$ cat src/rtl/div_sequencer.sv
// -----------------------------------------------------------------------------
// div_sequencer
//
// Multi-cycle integer divide/remainder unit for the EX stage of an in-order
// pipeline (RV32M DIV, DIVU, REM, REMU). One restoring radix-2 step is done
// per cycle on operand magnitudes. The sign is applied once, when the result
// is written into the output register. Division by zero and signed overflow
// skip the iteration and finish one cycle after the operation is accepted.
//
// Ports
//   clk     in   1  rising-edge clock
//   rst     in   1  synchronous active-high reset
//   start   in   1  divide/remainder instruction valid in EX
//   func3   in   3  100 DIV, 101 DIVU, 110 REM, 111 REMU
//   op_a    in  32  dividend (forwarded)
//   op_b    in  32  divisor (forwarded)
//   flush   in   1  abort any operation in progress
//   stall   out  1  freezes PC, IF/ID and ID/EX while the divide runs
//   busy    out  1  high exactly while iterating
//   done    out  1  one-cycle pulse; result is valid
//   result  out 32  quotient or remainder, held until the next done
// -----------------------------------------------------------------------------
module div_sequencer (
    input  logic        clk,
    input  logic        rst,
    input  logic        start,
    input  logic [2:0]  func3,
    input  logic [31:0] op_a,
    input  logic [31:0] op_b,
    input  logic        flush,
    output logic        stall,
    output logic        busy,
    output logic        done,
    output logic [31:0] result
);

    typedef enum logic [1:0] {
        S_IDLE = 2'd0,
        S_BUSY = 2'd1,
        S_DONE = 2'd2
    } state_t;

    state_t      state_reg, state_next;
    logic [4:0]  cnt_reg, cnt_next;
    logic [31:0] rem_reg, rem_next;
    logic [31:0] quot_reg, quot_next;
    logic [31:0] divisor_reg, divisor_next;
    logic        q_sign_reg, q_sign_next;
    logic        r_sign_reg, r_sign_next;
    logic        is_rem_reg, is_rem_next;
    logic        is_signed_reg, is_signed_next;
    logic [31:0] result_reg, result_next;

    // ---------------------------------------------------------------------
    // Operand decode at accept time
    // ---------------------------------------------------------------------
    logic        op_signed;
    logic        op_rem;
    logic        a_neg;
    logic        b_neg;
    logic [31:0] a_mag;
    logic [31:0] b_mag;
    logic        div_zero;
    logic        overflow;
    logic [31:0] special_val;
    logic        accept;
    // func3[2] is always set for this instruction group; it is not decoded.
    logic        unused_func3_msb;

    assign unused_func3_msb = func3[2];
    assign op_signed = ~func3[0];
    assign op_rem    = func3[1];
    assign a_neg     = op_signed & op_a[31];
    assign b_neg     = op_signed & op_b[31];
    assign a_mag     = a_neg ? (32'd0 - op_a) : op_a;
    assign b_mag     = b_neg ? (32'd0 - op_b) : op_b;
    assign div_zero  = (op_b == 32'd0);
    assign overflow  = op_signed & (op_a == 32'h8000_0000) & (op_b == 32'hFFFF_FFFF);

    // Architecturally defined results for the two corner cases; the
    // remainder on divide-by-zero is the raw dividend, not its magnitude.
    always_comb begin
        special_val = 32'd0;
        if (div_zero) begin
            special_val = op_rem ? op_a : 32'hFFFF_FFFF;
        end else begin
            special_val = op_rem ? 32'd0 : 32'h8000_0000;
        end
    end

    assign accept = (state_reg == S_IDLE) & start & ~flush;

    // ---------------------------------------------------------------------
    // One restoring step: {rem,quot} << 1, then a 33-bit trial subtract.
    // The partial remainder is always below the divisor, so the kept value
    // fits in 32 bits; bit 32 of the trial result is the borrow.
    // ---------------------------------------------------------------------
    logic [32:0] rem_shift;
    logic [32:0] trial;
    logic        step_ok;
    logic [31:0] rem_step;
    logic [31:0] quot_step;
    logic [31:0] final_mag;
    logic        final_neg;
    logic [31:0] final_val;

    assign rem_shift = {rem_reg, quot_reg[31]};
    assign trial     = rem_shift - {1'b0, divisor_reg};
    assign step_ok   = ~trial[32];
    assign rem_step  = step_ok ? trial[31:0] : rem_shift[31:0];
    assign quot_step = {quot_reg[30:0], step_ok};

    // Sign correction uses the post-step values so the corrected result can
    // be registered on the last BUSY edge and be stable throughout DONE.
    assign final_mag = is_rem_reg ? rem_step : quot_step;
    assign final_neg = is_signed_reg & (is_rem_reg ? r_sign_reg : q_sign_reg);
    assign final_val = final_neg ? (32'd0 - final_mag) : final_mag;

    // ---------------------------------------------------------------------
    // Next-state and datapath update
    // ---------------------------------------------------------------------
    always_comb begin
        state_next     = state_reg;
        cnt_next       = cnt_reg;
        rem_next       = rem_reg;
        quot_next      = quot_reg;
        divisor_next   = divisor_reg;
        q_sign_next    = q_sign_reg;
        r_sign_next    = r_sign_reg;
        is_rem_next    = is_rem_reg;
        is_signed_next = is_signed_reg;
        result_next    = result_reg;

        case (state_reg)
            S_IDLE: begin
                if (accept) begin
                    is_rem_next    = op_rem;
                    is_signed_next = op_signed;
                    q_sign_next    = a_neg ^ b_neg;
                    r_sign_next    = a_neg;
                    divisor_next   = b_mag;
                    rem_next       = 32'd0;
                    quot_next      = a_mag;
                    cnt_next       = 5'd0;
                    if (div_zero || overflow) begin
                        result_next = special_val;
                        state_next  = S_DONE;
                    end else begin
                        state_next  = S_BUSY;
                    end
                end
            end
            S_BUSY: begin
                rem_next  = rem_step;
                quot_next = quot_step;
                cnt_next  = cnt_reg + 5'd1;
                if (cnt_reg == 5'd31) begin
                    result_next = final_val;
                    state_next  = S_DONE;
                end
            end
            S_DONE: begin
                // A start arriving here is ignored; it is re-presented in
                // IDLE because stall is low and the pipeline has moved on.
                state_next = S_IDLE;
            end
            default: begin
                state_next = S_IDLE;
            end
        endcase

        // Flush wins over everything except reset and leaves result alone,
        // including when the final BUSY step would have written it.
        if (flush) begin
            state_next  = S_IDLE;
            result_next = result_reg;
        end
    end

    always_ff @(posedge clk) begin
        if (rst) begin
            state_reg     <= S_IDLE;
            cnt_reg       <= 5'd0;
            rem_reg       <= 32'd0;
            quot_reg      <= 32'd0;
            divisor_reg   <= 32'd0;
            q_sign_reg    <= 1'b0;
            r_sign_reg    <= 1'b0;
            is_rem_reg    <= 1'b0;
            is_signed_reg <= 1'b0;
            result_reg    <= 32'd0;
        end else begin
            state_reg     <= state_next;
            cnt_reg       <= cnt_next;
            rem_reg       <= rem_next;
            quot_reg      <= quot_next;
            divisor_reg   <= divisor_next;
            q_sign_reg    <= q_sign_next;
            r_sign_reg    <= r_sign_next;
            is_rem_reg    <= is_rem_next;
            is_signed_reg <= is_signed_next;
            result_reg    <= result_next;
        end
    end

    // ---------------------------------------------------------------------
    // Outputs
    // ---------------------------------------------------------------------
    assign stall  = accept | (state_reg == S_BUSY);
    assign busy   = (state_reg == S_BUSY);
    assign done   = (state_reg == S_DONE);
    assign result = result_reg;

endmodule

$ cat config.mk
export PLATFORM = sky130hd
export DESIGN_NAME = div_sequencer
export DESIGN_NICKNAME = d
export VERILOG_FILES = /design/src/rtl/div_sequencer.sv
export SDC_FILE = /design/constraint.sdc
export NUM_CORES = 1
export LEC_CHECK = 0
export BUFFER_PORTS_ARGS = -buffer_cell sky130_fd_sc_hd__buf_2
export CORE_MARGIN = 1.5
export CORE_UTILIZATION = 52
export DETAILED_ROUTE_END_ITERATION = 16
export PLACE_DENSITY = 0.76
export SKIP_CTS_REPAIR_TIMING = 1
export SYNTH_ARGS = -nofsm -noshare
export SYNTH_HDL_FRONTEND = slang
export SYNTH_SLANG_ARGS = --single-unit
$ cat constraint.sdc
create_clock -name clk -period 11.28 [get_ports clk]
set_input_delay 0.564 -clock clk [delete_from_list [all_inputs] [get_ports clk]]
set_output_delay 0.564 -clock clk [all_outputs]
set_load 0.02 [all_outputs]
==> impl_results.md <==
* Status: completed
* Avg WL per Cell at 18.8 um
* Initial antenna violation count at 0
* Finished layout cell area at 11,900 um2
* Chip Height at 147 um
* Grt met2 use at 51.5%
* Clock Path Buffers at 2
* Inserted Clock Buffers at 17
* Pin count of the biggest net entering global routing at 98
* Placed Instances at 1,758
* Layout Skew at 0.0138 ns
* Fin Setup TNS at 0 ns
* Worst Setup End Kind: flop
* CP required at 11.62 ns
* Final period demand of the worst path at 5.58 ns
* Multi-input logic area at 7440 um2
* Gr ovfl total at 0
* Slew @ Worst Pin at 0.968 ns
* Fin crit share at 49.4%
* CTS clk-pin slew, worst paths at 0.07 ns
* Final Max Slew Viols at 0
* Iter 0 DRT Violations at 1,193
* FILL cells at 1,958
* Total die area at 21,700 um2
* Most frequent cells in the layout: nor2_1 (214), dfxtp_1 (138), nand2_1 (126), a21oi_1 (126), buf_2 (103)
* RSZ-0062 raised after global routing: no
* Ys flop type: dfxtp_1
* Commonest non-fill, non-tap cell in the layout: nor2_1
* CTS tree: yes
* Share of layout cells above drive strength 1 at 12.8%
* Synth Net Count at 1,579
* Layout Area Growth over Synthesis at 10.4%
* Routed Antenna Nets at 0
* Final Setup Violations at 0
* I/O pin total at 106
* Yosys cell types at 88
* Busiest grt layer: met2
* Post-DP Area at 11,400 um2
* Mapped Area at 10,800 um2
* Yosys reg bits at 139
* Post-synthesis sequential area ratio at 25.7%
* Leakage power at 4.50 nW
* DRC at 0
* Slew margin rel. at 35.5%
* Via count at 11,300
* # Max-Cap Violations at 0
* Met1 usage at 39.6%
* Sequential cell area at 2780 um2
* Syn avg cell area at 7.36 um2
* Routed wire length at 33,600 um
* First-pass GRT wire length at 54,000 um
* Final nets at 1,617
* Port buffer count at 104
* Vias per cell at 6.33
* ANT cells at 0
* CTS root buf: clkbuf_16
* Clk Latency, worst-skew pair at 0.43 ns
* Worst Setup Path Type: flop to flop
* Hold_ws at 0.358 ns
* First-pass iteration count of the detailed router at 7
* Crit path launch type: flop
* Met3 usage at 5.06%
* VDD IR-drop max at 105 uV
* HPWL Detailed at 23,900 um
* Core ar. at 20,300 um2
* Power density over the cells at 118 nW/um2
* Worst-path maximum fanout at 32
* Chip width at 147 um
* Worst Hold Class: primary input to flop
* EDFF count, synth at 0
* Final hold viol count at 0
* CTS Sinks at 139
* Final Non-Filler Cells at 1,790
* Fmax at 179 MHz
* Asr flop ratio synth at 0%
* Crit path DAT at 5.91 ns
* Initial Util at 53.3%
* Gate Count Post-Synth at 1,469
* Cell row count at 52
* Vias in the first global route at 10,400
* Pwr Total at 1.41 mW
* GRT Total Usage at 31.0%
* Yosys warns at 0
* H-tree depth at 4
* RePlAce Congestion at 0.929
[path summary, 6_finish.rpt]
| path | startpoint | end | slack (ns) | depth (start not counted) |
|---|---|---|---|---|
| max | quot_reg[31]$_SDFFE_PP0P_ | result[24]$_SDFFE_PP0P_ | 5.70 | 23 |
| min reg2reg | r_sign_reg$_SDFFE_PP0P_ | r_sign_reg$_SDFFE_PP0P_ | 0.46 | 2 |
| max reg2reg | quot_reg[31]$_SDFFE_PP0P_ | result[24]$_SDFFE_PP0P_ | 5.70 | 23 |
| min | flush | state_reg[0]$_SDFFE_PP0P_ | 0.36 | 2 |
[metal layers]
layer,up-vias,wire (um)
met3,88,2170
met1,5358,14300
met4,0,1220
met2,433,16000
li1,5452,-
met5,-,0
[worst max-delay path, cell delays in order, from the launching register on]
cell,delay (ns)
dfxtp_1,0.41
inv_1,0.13
ha_1,0.17
inv_1,0.05
fa_1,0.43
a211oi_4,0.34
o21ai_2,0.17
nand4_2,0.12
a31oi_4,0.12
o21a_1,0.44
nor2_4,0.21
buf_4,0.40
nor3_1,0.09
a21oi_1,0.22
ha_1,0.28
nand3b_1,0.09
nor4_1,0.17
o21ai_0,0.15
nand2_1,0.18
o211ai_4,0.12
nor2_4,0.25
nand3_2,0.11
or4_1,0.53
a311oi_1,0.26
[layout make-up]
cell class / instances / area share, %
multi-input combinational: 1181 / 62.3
inverter: 54 / 1.70
sequential: 139 / 23.3
clock inverter: 15 / 1.28
tap: 270 / 2.83
timing repair buffer: 114 / 5.01
clock buffer: 17 / 3.56
[cells in the mapped netlist (all sizes together), types with 12 or more instances]
master,count,area [um2]
a21o,12,90.1
nor4,16,115
ha,38,475
or3,17,116
a21oi,127,639
clkbuf,72,270
nor3,50,303
inv,53,199
a222oi,30,300
dfxtp,139,2780
o21ai,99,503
buf,23,134
nand4,22,144
o211ai,16,134
and2,17,106
a31oi,27,184
nand3,36,195
xnor2,60,526
nand2b,13,81.3
a211oi,39,310
nor2,217,832
mux2i,27,270
xor2,41,359
a311oi,17,149
nand2,126,473
[per-stage QoR]
stage	util (%)	setup WS [ns]
floorplan	-	6.37
global placement	56.0	5.88
detailed placement	56.0	5.83
CTS	58.8	5.79
global route	58.8	5.33
finish	58.8	5.70
[where the power goes]
group / total [mW] / switching (mW) / internal (mW)
logic: 0.323 / 0.209 / 0.114
registers: 0.522 / 0.0144 / 0.508
clock network: 0.564 / 0.252 / 0.311
total: 1.41 / 0.475 / 0.934
[cell families (layout without fill, tap and decap cells)]
group | count (synthesis) | after routing | share of synthesized area [%]
AOI/OAI and AO/OA | 447 | 447 | 27.9
xor gates and xnor gates | 101 | 101 | 8.18
adders and majority gates | 39 | 39 | 4.58
buffers and inverters | 149 | 200 | 5.61
DFF | 139 | 139 | 25.7
muxes | 30 | 30 | 2.81
and+or+nand+nor | 564 | 564 | 25.2
Note: power is estimated with default switching activity, not from simulation.
